--- src/rtl/dca_lsu_wtxn_pkg.sv ---
// Shared types, AXI constants and width helpers for the DCA LSU write-transaction issuer.
// Optional build macro used by the issuer: DCA_WTXN_ADDR_ALIGN_CHECK_EN.
package dca_lsu_wtxn_pkg;

    typedef enum logic [0:0] {
        IDLE  = 1'b0,
        ISSUE = 1'b1
    } wtxn_state_t;

    localparam logic [1:0] AXI_BURST_INCR = 2'b01;
    localparam logic [1:0] AXI_RESP_OKAY  = 2'b00;

    // A row may carry 0..max beats, so the field must hold max itself.
    function automatic int num_beat_width(input int max_num_axi_data);
        return $clog2(max_num_axi_data + 1);
    endfunction

    function automatic int outstanding_width(input int max_outstanding);
        return $clog2(max_outstanding + 1);
    endfunction

endpackage

--- src/rtl/dca_lsu_outstanding_tracker.sv ---
// Up/down counter of AW bursts still waiting for their B response.
module dca_lsu_outstanding_tracker
    import dca_lsu_wtxn_pkg::*;
#(
    parameter int MAX_OUTSTANDING = 4,
    parameter int BW_CNT          = outstanding_width(MAX_OUTSTANDING)
) (
    input  logic              clk,
    input  logic              rst,
    input  logic              inc,
    input  logic              dec,
    output logic [BW_CNT-1:0] count,
    output logic [BW_CNT-1:0] count_next,
    output logic              full,
    output logic              zero
);

    localparam logic [BW_CNT-1:0] CNT_MAX = BW_CNT'(MAX_OUTSTANDING);

    logic dec_eff;

    // A decrement with nothing outstanding is a stray response and is dropped.
    assign dec_eff = dec && !zero;
    assign full    = (count == CNT_MAX);
    assign zero    = (count == '0);

    always_comb begin
        count_next = count;
        if (inc && !dec_eff) begin
            count_next = count + BW_CNT'(1);
        end else if (!inc && dec_eff) begin
            count_next = count - BW_CNT'(1);
        end
    end

    always_ff @(posedge clk or posedge rst) begin
        if (rst) begin
            count <= '0;
        end else begin
            count <= count_next;
        end
    end

endmodule

--- src/rtl/dca_lsu_wtxn_issuer.sv ---
// Store-path AW issuer: one AXI INCR burst plus one transaction-info word per matrix row.
// Build macro DCA_WTXN_ADDR_ALIGN_CHECK_EN enables beat-alignment checking of req_addr.
module dca_lsu_wtxn_issuer
    import dca_lsu_wtxn_pkg::*;
#(
    parameter int BW_AXI_ADDR      = 32,
    parameter int BW_AXI_DATA      = 32,
    parameter int BW_AXI_TID       = 4,
    parameter int MAX_NUM_AXI_DATA = 4,
    parameter int MAX_OUTSTANDING  = 4,
    parameter int AWID_VALUE       = 0,
    localparam int BW_NUM_BEAT     = num_beat_width(MAX_NUM_AXI_DATA),
    localparam int BW_OUTSTANDING  = outstanding_width(MAX_OUTSTANDING)
) (
    input  logic                      clk,
    input  logic                      rst,
    input  logic                      clear,
    input  logic                      req_valid,
    output logic                      req_ready,
    input  logic [BW_AXI_ADDR-1:0]    req_addr,
    input  logic [BW_NUM_BEAT-1:0]    req_num_beat,
    input  logic                      req_last_row,
    output logic                      awvalid,
    input  logic                      awready,
    output logic [BW_AXI_ADDR-1:0]    awaddr,
    output logic [7:0]                awlen,
    output logic [2:0]                awsize,
    output logic [1:0]                awburst,
    output logic [BW_AXI_TID-1:0]     awid,
    output logic                      txn_valid,
    input  logic                      txn_ready,
    output logic [7:0]                txn_alen,
    output logic                      txn_last_row,
    input  logic                      bvalid,
    output logic                      bready,
    input  logic [1:0]                bresp,
    output logic [BW_OUTSTANDING-1:0] outstanding,
    output logic                      busy,
    output logic                      done,
    output logic                      error
);

    localparam logic [2:0] AW_SIZE = 3'($clog2(BW_AXI_DATA / 8));

    wtxn_state_t               state;
    logic                      last_pending;
    logic                      req_fire;
    logic                      aw_fire;
    logic                      txn_fire;
    logic                      b_fire;
    logic                      cnt_full;
    logic                      cnt_zero;
    logic [BW_OUTSTANDING-1:0] cnt_next;
    logic [BW_NUM_BEAT-1:0]    beats_m1;
    logic [BW_AXI_ADDR-1:0]    issue_addr;
    logic                      addr_misaligned;

    assign req_ready = (state == IDLE) && !cnt_full;
    assign req_fire  = req_valid && req_ready;
    assign aw_fire   = awvalid && awready;
    assign txn_fire  = txn_valid && txn_ready;
    assign bready    = !cnt_zero;
    assign b_fire    = bvalid && bready;
    assign busy      = (state != IDLE) || !cnt_zero;
    assign awid      = BW_AXI_TID'(AWID_VALUE);

    // A zero-beat row still moves one beat so the serializer always sees a WLAST.
    assign beats_m1 = (req_num_beat == '0) ? '0 : req_num_beat - BW_NUM_BEAT'(1);

`ifdef DCA_WTXN_ADDR_ALIGN_CHECK_EN
    localparam logic [BW_AXI_ADDR-1:0] ALIGN_MASK = BW_AXI_ADDR'(BW_AXI_DATA / 8 - 1);

    assign addr_misaligned = |(req_addr & ALIGN_MASK);
    assign issue_addr      = req_addr & ~ALIGN_MASK;
`else
    assign addr_misaligned = 1'b0;
    assign issue_addr      = req_addr;
`endif

    dca_lsu_outstanding_tracker #(
        .MAX_OUTSTANDING (MAX_OUTSTANDING),
        .BW_CNT          (BW_OUTSTANDING)
    ) u_tracker (
        .clk        (clk),
        .rst        (rst),
        .inc        (aw_fire),
        .dec        (b_fire),
        .count      (outstanding),
        .count_next (cnt_next),
        .full       (cnt_full),
        .zero       (cnt_zero)
    );

    // AW and transaction-info handshakes retire independently; leave ISSUE once both are gone.
    always_ff @(posedge clk or posedge rst) begin
        if (rst) begin
            state        <= IDLE;
            awvalid      <= 1'b0;
            txn_valid    <= 1'b0;
            awaddr       <= '0;
            awlen        <= '0;
            awsize       <= '0;
            awburst      <= '0;
            txn_alen     <= '0;
            txn_last_row <= 1'b0;
        end else begin
            awsize  <= AW_SIZE;
            awburst <= AXI_BURST_INCR;
            case (state)
                IDLE: begin
                    if (req_fire) begin
                        awaddr       <= issue_addr;
                        awlen        <= 8'(beats_m1);
                        txn_alen     <= 8'(beats_m1);
                        txn_last_row <= req_last_row;
                        awvalid      <= 1'b1;
                        txn_valid    <= 1'b1;
                        state        <= ISSUE;
                    end
                end
                ISSUE: begin
                    if (aw_fire) begin
                        awvalid <= 1'b0;
                    end
                    if (txn_fire) begin
                        txn_valid <= 1'b0;
                    end
                    if ((!awvalid || aw_fire) && (!txn_valid || txn_fire)) begin
                        state <= IDLE;
                    end
                end
                default: state <= IDLE;
            endcase
        end
    end

    // done looks at the post-update count so it lines up with outstanding reaching zero.
    always_ff @(posedge clk or posedge rst) begin
        if (rst) begin
            last_pending <= 1'b0;
            done         <= 1'b0;
            error        <= 1'b0;
        end else begin
            done <= 1'b0;
            if (clear) begin
                last_pending <= 1'b0;
                error        <= 1'b0;
            end
            if (last_pending && (state == IDLE) && (cnt_next == '0)) begin
                done         <= 1'b1;
                last_pending <= 1'b0;
            end
            if (req_fire && req_last_row) begin
                last_pending <= 1'b1;
            end
            if ((b_fire && (bresp != AXI_RESP_OKAY)) || (req_fire && addr_misaligned)) begin
                error <= 1'b1;
            end
        end
    end

endmodule

--- config.mk ---
export PLATFORM = sky130hd
export DESIGN_NAME = dca_lsu_wtxn_issuer
export DESIGN_NICKNAME = d
export VERILOG_FILES = /design/src/rtl/dca_lsu_wtxn_pkg.sv /design/src/rtl/dca_lsu_outstanding_tracker.sv /design/src/rtl/dca_lsu_wtxn_issuer.sv
export SDC_FILE = /design/constraint.sdc
export NUM_CORES = 1
export LEC_CHECK = 0
export BUFFER_PORTS_ARGS = -buffer_cell sky130_fd_sc_hd__buf_2
export CAP_MARGIN = 20
export CORE_ASPECT_RATIO = 1.2
export CORE_MARGIN = 2
export CORE_UTILIZATION = 45
export CTS_CLUSTER_DIAMETER = 100
export DETAILED_ROUTE_END_ITERATION = 10
export PLACE_DENSITY = 0.88
export SYNTH_ARGS = -nofsm -noshare
export SYNTH_HDL_FRONTEND = slang
export SYNTH_HIERARCHICAL = 1
export SYNTH_SLANG_ARGS = --single-unit
--- constraint.sdc ---
create_clock -name clk -period 3.4 [get_ports clk]
set_clock_uncertainty 0.1 [all_clocks]
set_input_delay 0.51 -clock clk [delete_from_list [all_inputs] [get_ports clk]]
set_output_delay 0.51 -clock clk [all_outputs]
set_load 0.02 [all_outputs]
Word level (Yosys, flattened, before mapping)
Cells that the tools add are included.

Reduce and logical (&&, ||, !) cells: 31. Bitwise operators: 1. Eq/ne operators: 4. Mux-type cells: 16. Add/subtract/negate cells: 3.

Operator list (count): $logic_and A1 B1 Y1 (13); $mux W1 (10); $logic_not A3 Y1 (3); $mux W3 (3); $logic_not A1 Y1 (6); $pmux W1 S2 (3); $reduce_and A2 Y1 (3); $sub A3 B1 Y3 const B (2); $ne A2 B1 Y1 const B (2); $reduce_bool A2 Y1 (2); $add A3 B1 Y3 const B (1); $eq A3 B3 Y1 const B (1); $logic_or A1 B1 Y1 (3); $reduce_bool A3 Y1 (1); $ne A2 B2 Y1 const B (1); $not A1 Y1 (1).

Logic and storage cells: 66. Register bits after elaboration: 46. Bits of input ports: 45. Output and inout port bits: 68.

Logic depth before layout (Yosys ltp)
Gate-level depths: netlist of the first run.

Word-level depth: 11. Depth in mapped cells: 10. Depth with buffers taken out: 10.

Modules after synthesis
Netlist of the first run, hierarchy kept.

Modules (own cells, without submodules): dca_lsu_wtxn_issuer (cells each 138, times used 1, area each 1876.8 sq um); dca_lsu_outstanding_tracker (cells each 30, times used 1, area each 257.7 sq um).

Worst setup path after synthesis of the first run
Ideal clock, no wire load.

Path kind: register to register. Start point: register u_tracker.count[0]. End point: register last_pending. Slack: 0.764 ns. Setup time: 0.122 ns. Data required time: 3.178 ns. Stages on the path, launching flop included: 11. Arrival: 2.415 ns. Path buffers: 0. Cell sequence: dfrtp_1 > inv_1 > ha_1 > nand2b_1 > inv_1 > nor2b_1 > nand2b_1 > a311oi_1 > a21oi_1 > or4_4 > a32o_1.

Word-level cells in the longest chain between the ends: 11. Elaborated cells on any way between the ends: 21.

Ends and longest elaborated chain: from (decl) (RTL line dca_lsu_outstanding_tracker.sv:12) `output logic [BW_CNT-1:0] count,`; from (signal assigned) (RTL line dca_lsu_outstanding_tracker.sv:40) `count <= count_next;`; $logic_not A3 Y1 (*) (RTL line dca_lsu_outstanding_tracker.sv:25) `assign zero = (count == '0);`; named net cnt_zero (RTL line dca_lsu_wtxn_issuer.sv:52) `logic cnt_zero;`; $logic_not A1 Y1 (*) (RTL line dca_lsu_wtxn_issuer.sv:62) `assign bready = !cnt_zero;`; $logic_and A1 B1 Y1 (*) (RTL line dca_lsu_wtxn_issuer.sv:63) `assign b_fire = bvalid && bready;`; named net b_fire (RTL line dca_lsu_wtxn_issuer.sv:50) `logic b_fire;`; $logic_and A1 B1 Y1 (*) (RTL line dca_lsu_outstanding_tracker.sv:23) `assign dec_eff = dec && !zero;`; $logic_and A1 B1 Y1 / $logic_not A1 Y1 (equally long branches) (RTL line dca_lsu_outstanding_tracker.sv:31, dca_lsu_outstanding_tracker.sv:29); $mux W3 / $logic_and A1 B1 Y1 (equally long branches) (RTL line dca_lsu_outstanding_tracker.sv:31, dca_lsu_outstanding_tracker.sv:29); $mux W3 (*) (RTL line dca_lsu_outstanding_tracker.sv:29) `if (inc && !dec_eff) begin`; named net cnt_next[2] (RTL line dca_lsu_wtxn_issuer.sv:53) `logic [BW_OUTSTANDING-1:0] cnt_next;`; $logic_not A3 Y1 (*) (RTL line dca_lsu_wtxn_issuer.sv:149) `if (last_pending && (state == IDLE) && (cnt_next == '0)) begin`; $logic_and A1 B1 Y1 (*) (RTL line dca_lsu_wtxn_issuer.sv:149); $mux W1 (RTL line dca_lsu_wtxn_issuer.sv:149); $mux W1 (RTL line dca_lsu_wtxn_issuer.sv:153) `if (req_fire && req_last_row) begin`; to (signal assigned) (RTL line dca_lsu_wtxn_issuer.sv:146) `last_pending <= 1'b0;`; to (signal assigned) (RTL line dca_lsu_wtxn_issuer.sv:151) `last_pending <= 1'b0;`; to (signal assigned) (RTL line dca_lsu_wtxn_issuer.sv:154) `last_pending <= 1'b1;`; to (decl) (RTL line dca_lsu_wtxn_issuer.sv:46) `logic last_pending;`.

The timed path passes the listed nets; every way through them passes the cells marked *. A chain may end at the register's enable or synchronous reset.

Final worst setup path of the first run
Same ends and word-level chain as after synthesis.

==> impl_metrics.py, run 1 <==
metrics = {
    "run_status": {
        "status": "complete, no violations",
    },
    "sta": {
        "fin_crit_sh_pct": 83.0,
        "min_period_ns": 2.82,
        "setup_tns_ns": 0,
        "fin_ws_ns": 0.577,
        "slew_violations": 0,
        "tightest_slew_ns": 0.855,
        "fmax_mhz": 354,
        "hold_viol_final": 0,
        "fin_worst_hold_slack_ns": 0.318,
        "setup_violations": 0,
        "rsz0062_at_grt": "no",
        "max-slew-margin-rel_pct": 42.9,
    },
    "place": {
        "dp_slack_ns": 0.584,
        "dpl.hpwl_microns": 3110,
        "dp.cells": 313,
        "place.gp.congestion": 0.801,
        "numPortBuffers": 95,
    },
    "route": {
        "viasPerCell": 4.57,
        "wirelength_microns": 3980,
        "ant_nets": 0,
        "wire_per_inst_microns": 12.4,
        "drt-initial-drc-count": 91,
        "first_pass_iters": 4,
        "vias": 1472,
        "route.detailed.drc": 0,
    },
    "hold_path": {
        "hold_start": "clear",
        "min_path_cells": 2,
        "holdPathEnd": "error",
        "worstHoldPathType": "input pin to register",
    },
    "synthesis": {
        "ys.flop_type": "dfrtp_1",
        "yosysWarnings": 6,
        "yosys.area.top_type": "dfrtp_1",
        "synth_edf_count": 0,
        "yosys-top-cells-count": "dfrtp_1, mux2_2, buf_4, inv_1, nand2_1",
        "netlist_top_cells_area": "dfrtp_1, mux2_2, buf_4, ha_1, buf_6",
        "postSynthCellCount": 168,
        "synthMostInstantiatedCell": "dfrtp_1",
        "ys_ff_latch": 46,
        "yosysUniqueCellTypes": 29,
        "post_synth.cell_area_avg_sq_um": 12.7,
        "yosysSeqAreaShare_pct": 53.9,
        "yosysTopAreaCellShare_pct": 53.9,
        "syn-cell-area_sq_um": 2130,
        "async_reset_ff_share_pct": 100,
    },
    "global_routing": {
        "grt_start_max_net_pins": 44,
        "first_global_vias": 1460,
        "grt_antenna_before_repair": 0,
        "grt_pass1_wl_microns": 6440,
        "gr-usage-all-layers_pct": 16.0,
        "grt_overflow_total": 0,
    },
    "setup_path": {
        "path_cells": "inv_1 -> ha_1 -> nand2b_1 -> inv_1 -> nor2b_1 -> nand2b_1 -> a311oi_1 -> a21oi_1 -> or4_4 -> a32o_1",
        "arrival_ns": 2.90,
        "r2r_start": "u_tracker/count[0]",
        "r2r_setup_slack_ns": 0.58,
        "crit_fanout": 9,
        "worstSetupPathType": "register to register",
        "endpoint_kind": "register",
        "slowest_stage": "nor2b_1",
        "reg2reg_to": "last_pending",
        "required_ns": 3.48,
        "cp_slowest_stage_delay_ns": 0.42,
        "r2r_cells": 10,
        "cp-start-kind": "register",
    },
    "job": {
        "drv_cap": 0,
    },
    "layout": {
        "finish.net_count": 313,
        "drive_gt1_share_pct": 53.4,
        "synthToLayoutAreaGrowth_pct": 24.9,
        "final-instance-count-excl-fill": 322,
        "fillers": 401,
        "fin_util_pct": 58.0,
        "antenna_cells": 0,
    },
    "floorplanning": {
        "start_util_pct": 46.5,
        "fp.coreArea_sq_um": 4590,
        "die_area_sq_um": 5310,
        "die_h_microns": 79.4,
        "pin_count": 113,
        "die_x_microns": 66.9,
        "rows": 27,
    },
    "clock_tree": {
        "numCtsBuffers": 5,
        "cts_root_buffer": "clkbuf_8",
        "post_cts_buffers": 0,
        "post_cts_resized": 0,
        "cts_tree": "done",
        "clockBufferDepth": 2,
        "clkSinkCount": 46,
        "cts_max_level": 2,
        "worstSkewPairLatency_ns": 0.29,
        "cts.clk_slew.worst_paths_ns": 0.08,
    },
    "power": {
        "p_per_area_nw_per_um2": 1000,
        "vdd.ir_drop.worst_mv": 0.467,
        "power.leakage_nw": 1.38,
    },
}
-- sequential cells by signal (all words and copies together), names as in the netlist --
register,cells
awaddr,32
awsize,1
awvalid,1
done,1
error,1
last_pending,1
state,1
txn_alen,3
txn_last_row,1
txn_valid,1
u_tracker/count,3
-- area by class of cell --
class / instances / area [sq um] / share of cell area, %
Sequential cell: 46 / 1150 / 43.2
Multi-Input combinational cell: 99 / 781 / 29.3
Timing Repair Buffer: 98 / 500 / 18.8
Tap cell: 58 / 72.6 / 2.72
Clock buffer: 5 / 68.8 / 2.58
Inverter: 13 / 48.8 / 1.83
Clock inverter: 3 / 43.8 / 1.64
-- worst max-delay path by stage --
stage,startpoint,to,depth (start not counted),slack (ns)
after floorplan,u_tracker/count[0],last_pending,10,0.76
after global placement,u_tracker/count[0],last_pending,10,0.76
after detailed placement,u_tracker/count[0],last_pending,10,0.58
after CTS,u_tracker/count[0],last_pending,10,0.58
after global routing,u_tracker/count[1],last_pending,10,0.34
final,u_tracker/count[0],last_pending,10,0.58
-- layout by cell type (no fill, tap or decap) --
| cell | instances |
|---|---|
| a21oi_1 | 1 |
| o22ai_1 | 1 |
| and2_1 | 2 |
| clkbuf_8 | 5 |
| nand2b_1 | 4 |
| conb_1 | 18 |
| inv_1 | 12 |
| buf_2 | 95 |
| a31oi_1 | 1 |
| ha_1 | 5 |
| nor3b_4 | 1 |
| a32o_1 | 1 |
| mux2_1 | 2 |
| a22o_1 | 1 |
| o21ai_0 | 3 |
| clkinv_2 | 1 |
| nand3b_1 | 1 |
| nand4_1 | 1 |
| a311oi_1 | 1 |
| nor2_1 | 6 |
| nor4bb_1 | 1 |
| nand3_1 | 2 |
| xnor2_1 | 1 |
| inv_2 | 1 |
| dlygate4sd3_1 | 1 |
| inv_6 | 1 |
| a21o_1 | 3 |
| xor2_1 | 1 |
| bufinv_16 | 1 |
| nand2_1 | 7 |
| nor2b_1 | 1 |
| buf_4 | 2 |
| or4_4 | 1 |
| mux2_2 | 33 |
| dfrtp_1 | 46 |
-- metal layers --
layer | routed length [microns] | track usage [%]
met3 | 266 | 5.08
met4 | 38 | 5.10
met1 | 1480 | 17.9
met5 | 0 | 0
met2 | 2190 | 28.3
-- metrics by stage --
stage / total power [mW] / cell area (sq um)
after global routing: 2.86 / 2670
after floorplan: 1.94 / 2190
after CTS: 2.71 / 2670
final: 2.68 / 2670
after detailed placement: 2.31 / 2540
after global placement: 2.26 / 2540
-- critical path: cells and delay by family (launching register included) --
kind	cells	cell delay [ns]
AND/OR/NAND/NOR	4	1.11
AO/OA/AOI/OAI	3	0.69
flip-flops	1	0.41
adder cells (fa/ha/maj)	1	0.24
buffers and inverters	2	0.17
-- power by group --
group | leakage (nW) | switching, mW | internal (mW)
combinational | 0.783 | 0.761 | 0.549
sequential | 0.542 | 0.159 | 0.815
clock | 0.0585 | 0.176 | 0.220
-- repair_timing --
item,CTS,global route
hold buffers,1,0
setup endpoints to repair,0,0
endpoints found under the hold margin,3,0
-- cells by family after synthesis --
family / after synthesis / synth area share [%]
AND/OR/NAND/NOR: 27 / 7.33
adder cells (fa/ha/maj): 5 / 2.93
other: 2 / 0.352
multiplexers: 35 / 18.5
flip-flops: 46 / 53.9
XOR/XNOR: 2 / 0.821
AO/OA/AOI/OAI: 12 / 3.87
buffers and inverters: 39 / 12.3
No activity file was read; power rests on OpenSTA's default activity.
==> inputs of run 2 (changes only) <==
- clock period: 3.4 -> 2.7 ns (I/O delays scaled with it)
==> run 2 against run 1 <==
Combinational power is 28% higher. Largest power group unchanged. Critical path depth stayed put. Flip-flop and latch count stayed put. Sequential power is 24% higher. Critical path type unchanged. Register-to-register slack worse by 0.42 ns. Utilization is 0.11 points higher. Critical endpoint unchanged. First-iteration DRC count is 26% lower. Routed wire length is 2.5% higher. Clock power is 7.6% higher.
==> impl_metrics.py, run 2 (same netlist as run 1, synthesis figures left out) <==
metrics = {
    "global_routing": {
        "grt_overflow_total": 0,
        "grt_pass1_wl_microns": 6640,
        "first_global_vias": 1598,
        "grt_antenna_before_repair": 0,
        "gr-usage-all-layers_pct": 16.4,
        "grt_start_max_net_pins": 44,
    },
    "route": {
        "vias": 1499,
        "wire_per_inst_microns": 12.6,
        "ant_nets": 0,
        "wirelength_microns": 4080,
        "first_pass_iters": 4,
        "viasPerCell": 4.63,
        "route.detailed.drc": 0,
        "drt-initial-drc-count": 67,
    },
    "floorplanning": {
        "rows": 27,
        "die_x_microns": 66.9,
        "fp.coreArea_sq_um": 4590,
        "pin_count": 113,
        "die_h_microns": 79.4,
        "die_area_sq_um": 5310,
        "start_util_pct": 46.5,
    },
    "place": {
        "dpl.hpwl_microns": 3170,
        "place.gp.congestion": 0.765,
        "dp_slack_ns": -0.0309,
        "placed_area_sq_um": 2560,
        "numPortBuffers": 95,
    },
    "power": {
        "power.leakage_nw": 1.39,
        "vdd.ir_drop.worst_mv": 0.654,
        "clkPwrFrac_pct": 12.8,
        "p_per_area_nw_per_um2": 1240,
        "p_switching_mw": 1.38,
        "p_seq_share_pct": 36.5,
        "comb_power_share_pct": 50.6,
        "internal_power_mw": 1.94,
        "sw_frac_of_total_pct": 41.4,
    },
    "layout": {
        "top_register": "awaddr",
        "layout.cells.most_common": "buf_2",
        "drive_gt1_share_pct": 54.1,
        "finish.net_count": 315,
        "fillers": 416,
        "synthToLayoutAreaGrowth_pct": 25.1,
        "design_area_sq_um": 2670,
        "reg_top3": "awaddr (32), txn_alen (3), u_tracker/count (3)",
        "antenna_cells": 0,
        "final_cell_mix": "buf_2, dfrtp_1, mux2_2",
        "largest_reg_flops": 32,
    },
    "sta": {
        "fin_crit_sh_pct": 94.1,
        "tightest_slew_ns": 0.870,
        "rsz0062_at_grt": "no",
        "min_period_ns": 2.54,
        "fmax_mhz": 394,
        "slew_violations": 0,
        "fin_ws_ns": 0.159,
        "max-slew-margin-rel_pct": 41.9,
        "fin_worst_hold_slack_ns": 0.218,
        "hold_viol_final": 0,
        "setup_violations": 0,
    },
    "clock_tree": {
        "clkSinkCount": 46,
        "cts_tree": "done",
        "cts.clk_slew.worst_paths_ns": 0.08,
        "numCtsBuffers": 5,
        "cts_root_buffer": "clkbuf_8",
        "clockBufferDepth": 2,
        "worstSkewPairLatency_ns": 0.28,
        "cts_max_level": 2,
    },
    "setup_path": {
        "r2r_setup_slack_ns": 0.16,
        "endpoint_kind": "register",
        "path_cells": "inv_1 -> ha_1 -> nand2b_1 -> inv_1 -> nor2b_4 -> nand2b_1 -> a311oi_1 -> a21oi_1 -> or4_4 -> a32o_1",
        "cp_slowest_stage_delay_ns": 0.43,
        "arrival_ns": 2.62,
        "cp-start-kind": "register",
        "required_ns": 2.78,
        "critPathBufInv": 2,
        "slowest_stage": "or4_4",
        "crit_family": "simple AND/OR/NAND/NOR gates",
        "worstSetupPathType": "register to register",
        "crit_fanout": 9,
    },
    "hold_path": {
        "worstHoldPathType": "input pin to register",
    },
    "job": {
        "drv_cap": 0,
    },
    "run_status": {
        "status": "complete, no violations",
    },
}
## run 2: cell count changes in the layout (fill, tap and decap cells not counted)
cell / change
bufinv_16: -1
nor2b_4: +1
clkinvlp_4: +1
buf_4: +2
inv_6: -1
nor2b_1: -1
clkbuf_8: +1
## run 2: layout make-up
cell class | instances | area, sq um | share of cell area [%]
clock buffers | 6 | 82.6 | 3.09
well taps | 58 | 72.6 | 2.72
multi-input cells | 99 | 788 | 29.5
repair buffers | 100 | 515 | 19.3
clock inverters | 2 | 12.5 | 0.468
flip-flops and latches | 46 | 1150 | 43.1
inverters | 13 | 48.8 | 1.83
## run 2: what timing repair did
item / in CTS / in global routing
gates cloned: 0 / 0
setup buffers: 0 / 0
gates resized for setup: 1 / 1
endpoints found under the hold margin: 3 / 0
hold buffers: 1 / 0
endpoints found under the setup margin: 1 / 1
## run 2: metrics by stage
step	std cells	total power [mW]	TNS, ns	utilization [%]
2_1_floorplan	184	2.45	0	-
3_3_place_gp	315	2.86	0	55.7
3_5_place_dp	315	2.92	-0.0309	55.7
4_1_cts	324	3.37	0	58.0
5_1_grt	324	3.54	0	58.1
6_report	324	3.32	0	58.1
## run 2: worst paths after layout
path	from	to	cells after the start
hold reg to reg	awaddr[6]	awaddr[6]	1
setup reg to reg	u_tracker/count[0]	last_pending	10
hold / removal	clear	error	2
setup / recovery	u_tracker/count[0]	last_pending	10
max in group asynchronous	rst	last_pending	3
min in group asynchronous	rst	u_tracker/count[2]	3
## run 2: layer usage
layer	track usage (%)	wire length, microns
met5	0	0
met2	31.2	2340
met4	6.12	37
met1	16.5	1450
met3	4.37	248
## run 2: power groups by stage
stage | Clock (mW) | Sequential, mW | Combinational [mW]
after floorplan | 0 | 1.63 | 0.822
after global placement | 0 | 1.21 | 1.65
after detailed placement | 0 | 1.23 | 1.69
after CTS | 0.448 | 1.22 | 1.70
after global routing | 0.467 | 1.26 | 1.81
final | 0.426 | 1.21 | 1.68
==> inputs of run 3 (changes only) <==
- CORE_UTILIZATION: 45 -> 48
- PLACE_DENSITY: 0.88 -> 0.93
- RECOVER_POWER: unset -> 100
- SYNTH_HIERARCHICAL: 1 -> unset
- clock period: 2.7 -> 3.3 ns (I/O delays scaled with it)
==> run 3 against run 2 <==
The run now ends with max-capacitance violations, max-slew violations left. Die area shrank 6.5%. Routed wire length up 11%. Hold slack improved by 0.076 ns. Synthesized area is 0.70% lower. Design area down 3.7%. Critical path type unchanged.
==> impl_metrics.py, run 3 <==
metrics = {
    "synthesis": {
        "ys_ff_latch": 46,
        "yosys-top-cells-count": "nand2_1, dfrtp_1, buf_4, inv_1, buf_2",
        "post_synth.cell_area_avg_sq_um": 8.94,
        "yosysUniqueCellTypes": 29,
        "syn-cell-area_sq_um": 2120,
        "yosysSeqAreaShare_pct": 54.3,
        "synth_edf_count": 0,
        "yosysWarnings": 0,
        "yosys.area.top_type": "dfrtp_1",
        "synthMostInstantiatedCell": "nand2_1",
        "ys.flop_type": "dfrtp_1",
        "postSynthCellCount": 237,
        "async_reset_ff_share_pct": 100,
        "yosysTopAreaCellShare_pct": 54.3,
        "netlist_top_cells_area": "dfrtp_1, nand2_1, buf_4, ha_1, buf_2",
    },
    "clock_tree": {
        "cts_root_buffer": "clkbuf_8",
        "post_cts_resized": 0,
        "worstSkewPairLatency_ns": 0.29,
        "post_cts_buffers": 0,
        "cts_max_level": 2,
        "numCtsBuffers": 5,
        "cts.clk_slew.worst_paths_ns": 0.09,
        "clkSinkCount": 46,
        "cts_tree": "done",
        "holdBufCountCts": 0,
        "clockBufferDepth": 2,
    },
    "setup_path": {
        "required_ns": 3.43,
        "arrival_ns": 2.62,
        "slowest_stage": "clkbuf_1",
        "path_cells": "inv_1 -> ha_1 -> a21oi_1 -> nand2_1 -> clkbuf_1 -> nand2_1 -> nand2_1",
        "cp-start-kind": "register",
        "cp_common_cell": "nand2_1",
        "crit_fanout": 24,
        "worstSetupPathType": "register to register",
        "cp_slowest_stage_delay_ns": 0.79,
        "r2r_setup_slack_ns": 0.81,
        "endpoint_kind": "register",
    },
    "sta": {
        "fin_ws_ns": 0.806,
        "fin_crit_sh_pct": 75.6,
        "tightest_slew_ns": 1.66,
        "hold_viol_final": 0,
        "min_period_ns": 2.49,
        "max-slew-margin-rel_pct": -10.5,
        "setup_violations": 0,
        "rsz0062_at_grt": "no",
        "fin_worst_hold_slack_ns": 0.294,
        "setup_tns_ns": 0,
        "slew_violations": 47,
        "fmax_mhz": 401,
    },
    "layout": {
        "layout.cells.most_common": "nand2_1",
        "drive_gt1_share_pct": 17.0,
        "top_register": "awaddr",
        "final_cell_mix": "nand2_1, clkbuf_1, dfrtp_1",
        "reg_top3": "awaddr (32), txn_alen (3), u_tracker.count (3)",
        "design_area_sq_um": 2570,
        "largest_reg_flops": 32,
        "antenna_cells": 0,
        "fin_util_pct": 60.3,
        "synthToLayoutAreaGrowth_pct": 21.3,
        "finish.net_count": 378,
    },
    "place": {
        "numPortBuffers": 95,
        "dpl.hpwl_microns": 3410,
        "placed_area_sq_um": 2540,
        "dp_slack_ns": 1.06,
        "place.gp.congestion": 0.812,
    },
    "floorplanning": {
        "die_h_microns": 76.8,
        "start_util_pct": 49.7,
        "die_area_sq_um": 4970,
        "rows": 26,
        "fp.coreArea_sq_um": 4260,
        "pin_count": 113,
        "die_x_microns": 64.7,
    },
    "global_routing": {
        "grt_antenna_before_repair": 0,
        "first_global_vias": 1744,
        "gr-usage-all-layers_pct": 18.5,
        "grt_pass1_wl_microns": 7320,
        "grt_start_max_net_pins": 47,
        "grt_overflow_total": 0,
    },
    "route": {
        "wirelength_microns": 4540,
        "vias": 1792,
        "first_pass_iters": 4,
        "drt-initial-drc-count": 100,
        "wire_per_inst_microns": 11.8,
        "route.detailed.drc": 0,
        "viasPerCell": 4.65,
        "ant_nets": 0,
    },
    "power": {
        "vdd.ir_drop.worst_mv": 0.557,
        "power.leakage_nw": 1.41,
        "p_per_area_nw_per_um2": 1020,
    },
    "hold_path": {
        "worstHoldPathType": "input pin to register",
    },
    "job": {
        "drv_cap": 1,
    },
    "run_status": {
        "status": "finished with violations",
        "violations": "max-capacitance violations, max-slew violations",
    },
}
[run 3: where the power goes]
| part | internal, mW | switching [mW] | total, mW |
|---|---|---|---|
| logic | 0.363 | 0.850 | 1.21 |
| registers | 0.826 | 0.181 | 1.01 |
| clock network | 0.223 | 0.178 | 0.401 |
| total | 1.41 | 1.21 | 2.62 |
[run 3: per-layer routing]
metal	part of all wire [%]	track usage [%]	up-vias	wire, microns
li1	-	-	873	-
met1	41	20.8	846	1870
met2	52	35.5	71	2370
met3	6.3	4.25	2	284
met4	0.35	2.77	0	16
met5	0	0	-	0
[run 3: cell type report]
class / count / area (sq um)
fillers: 400 / 1690
well taps: 56 / 70.1
inverters: 8 / 30.0
clock inverters: 3 / 40.0
repair buffers: 97 / 423
clock buffers: 5 / 68.8
multi-input cells: 170 / 788
flip-flops and latches: 46 / 1150
[run 3: cells by family (layout without fill, tap and decap cells)]
kind of cell	after synthesis	after routing	share of synthesized area (%)
AOI/OAI and AO/OA	13	13	4.13
DFF	46	46	54.3
adders and majority gates	5	5	2.95
xor gates and xnor gates	3	3	1.24
other	2	18	0.354
and+or+nand+nor	129	129	25.2
buffers and inverters	37	113	10.6
muxes	2	2	1.18
[run 3: critical path, delay by kind of cell, from the launching register on]
| kind | cells | cell delay [ns] |
|---|---|---|
| DFF | 1 | 0.46 |
| buffers and inverters | 2 | 0.92 |
| adders and majority gates | 1 | 0.18 |
| AOI/OAI and AO/OA | 1 | 0.10 |
| and+or+nand+nor | 3 | 0.67 |
[run 3: path summary, 6_finish.rpt]
kind | start | end | cells after the start
max in group asynchronous | rst | awaddr[26] | 2
setup / recovery | u_tracker.count[0] | awaddr[17] | 7
hold reg to reg | awaddr[2] | awaddr[2] | 2
min in group asynchronous | rst | txn_alen[0] | 2
hold / removal | req_addr[12] | awaddr[12] | 3
setup reg to reg | u_tracker.count[0] | awaddr[17] | 7
[run 3: per-stage QoR]
stage	instances	power [mW]
after floorplan	253	1.93
final	385	2.62
after global routing	385	2.84
after CTS	385	2.74
after global placement	377	2.28
after detailed placement	377	2.33
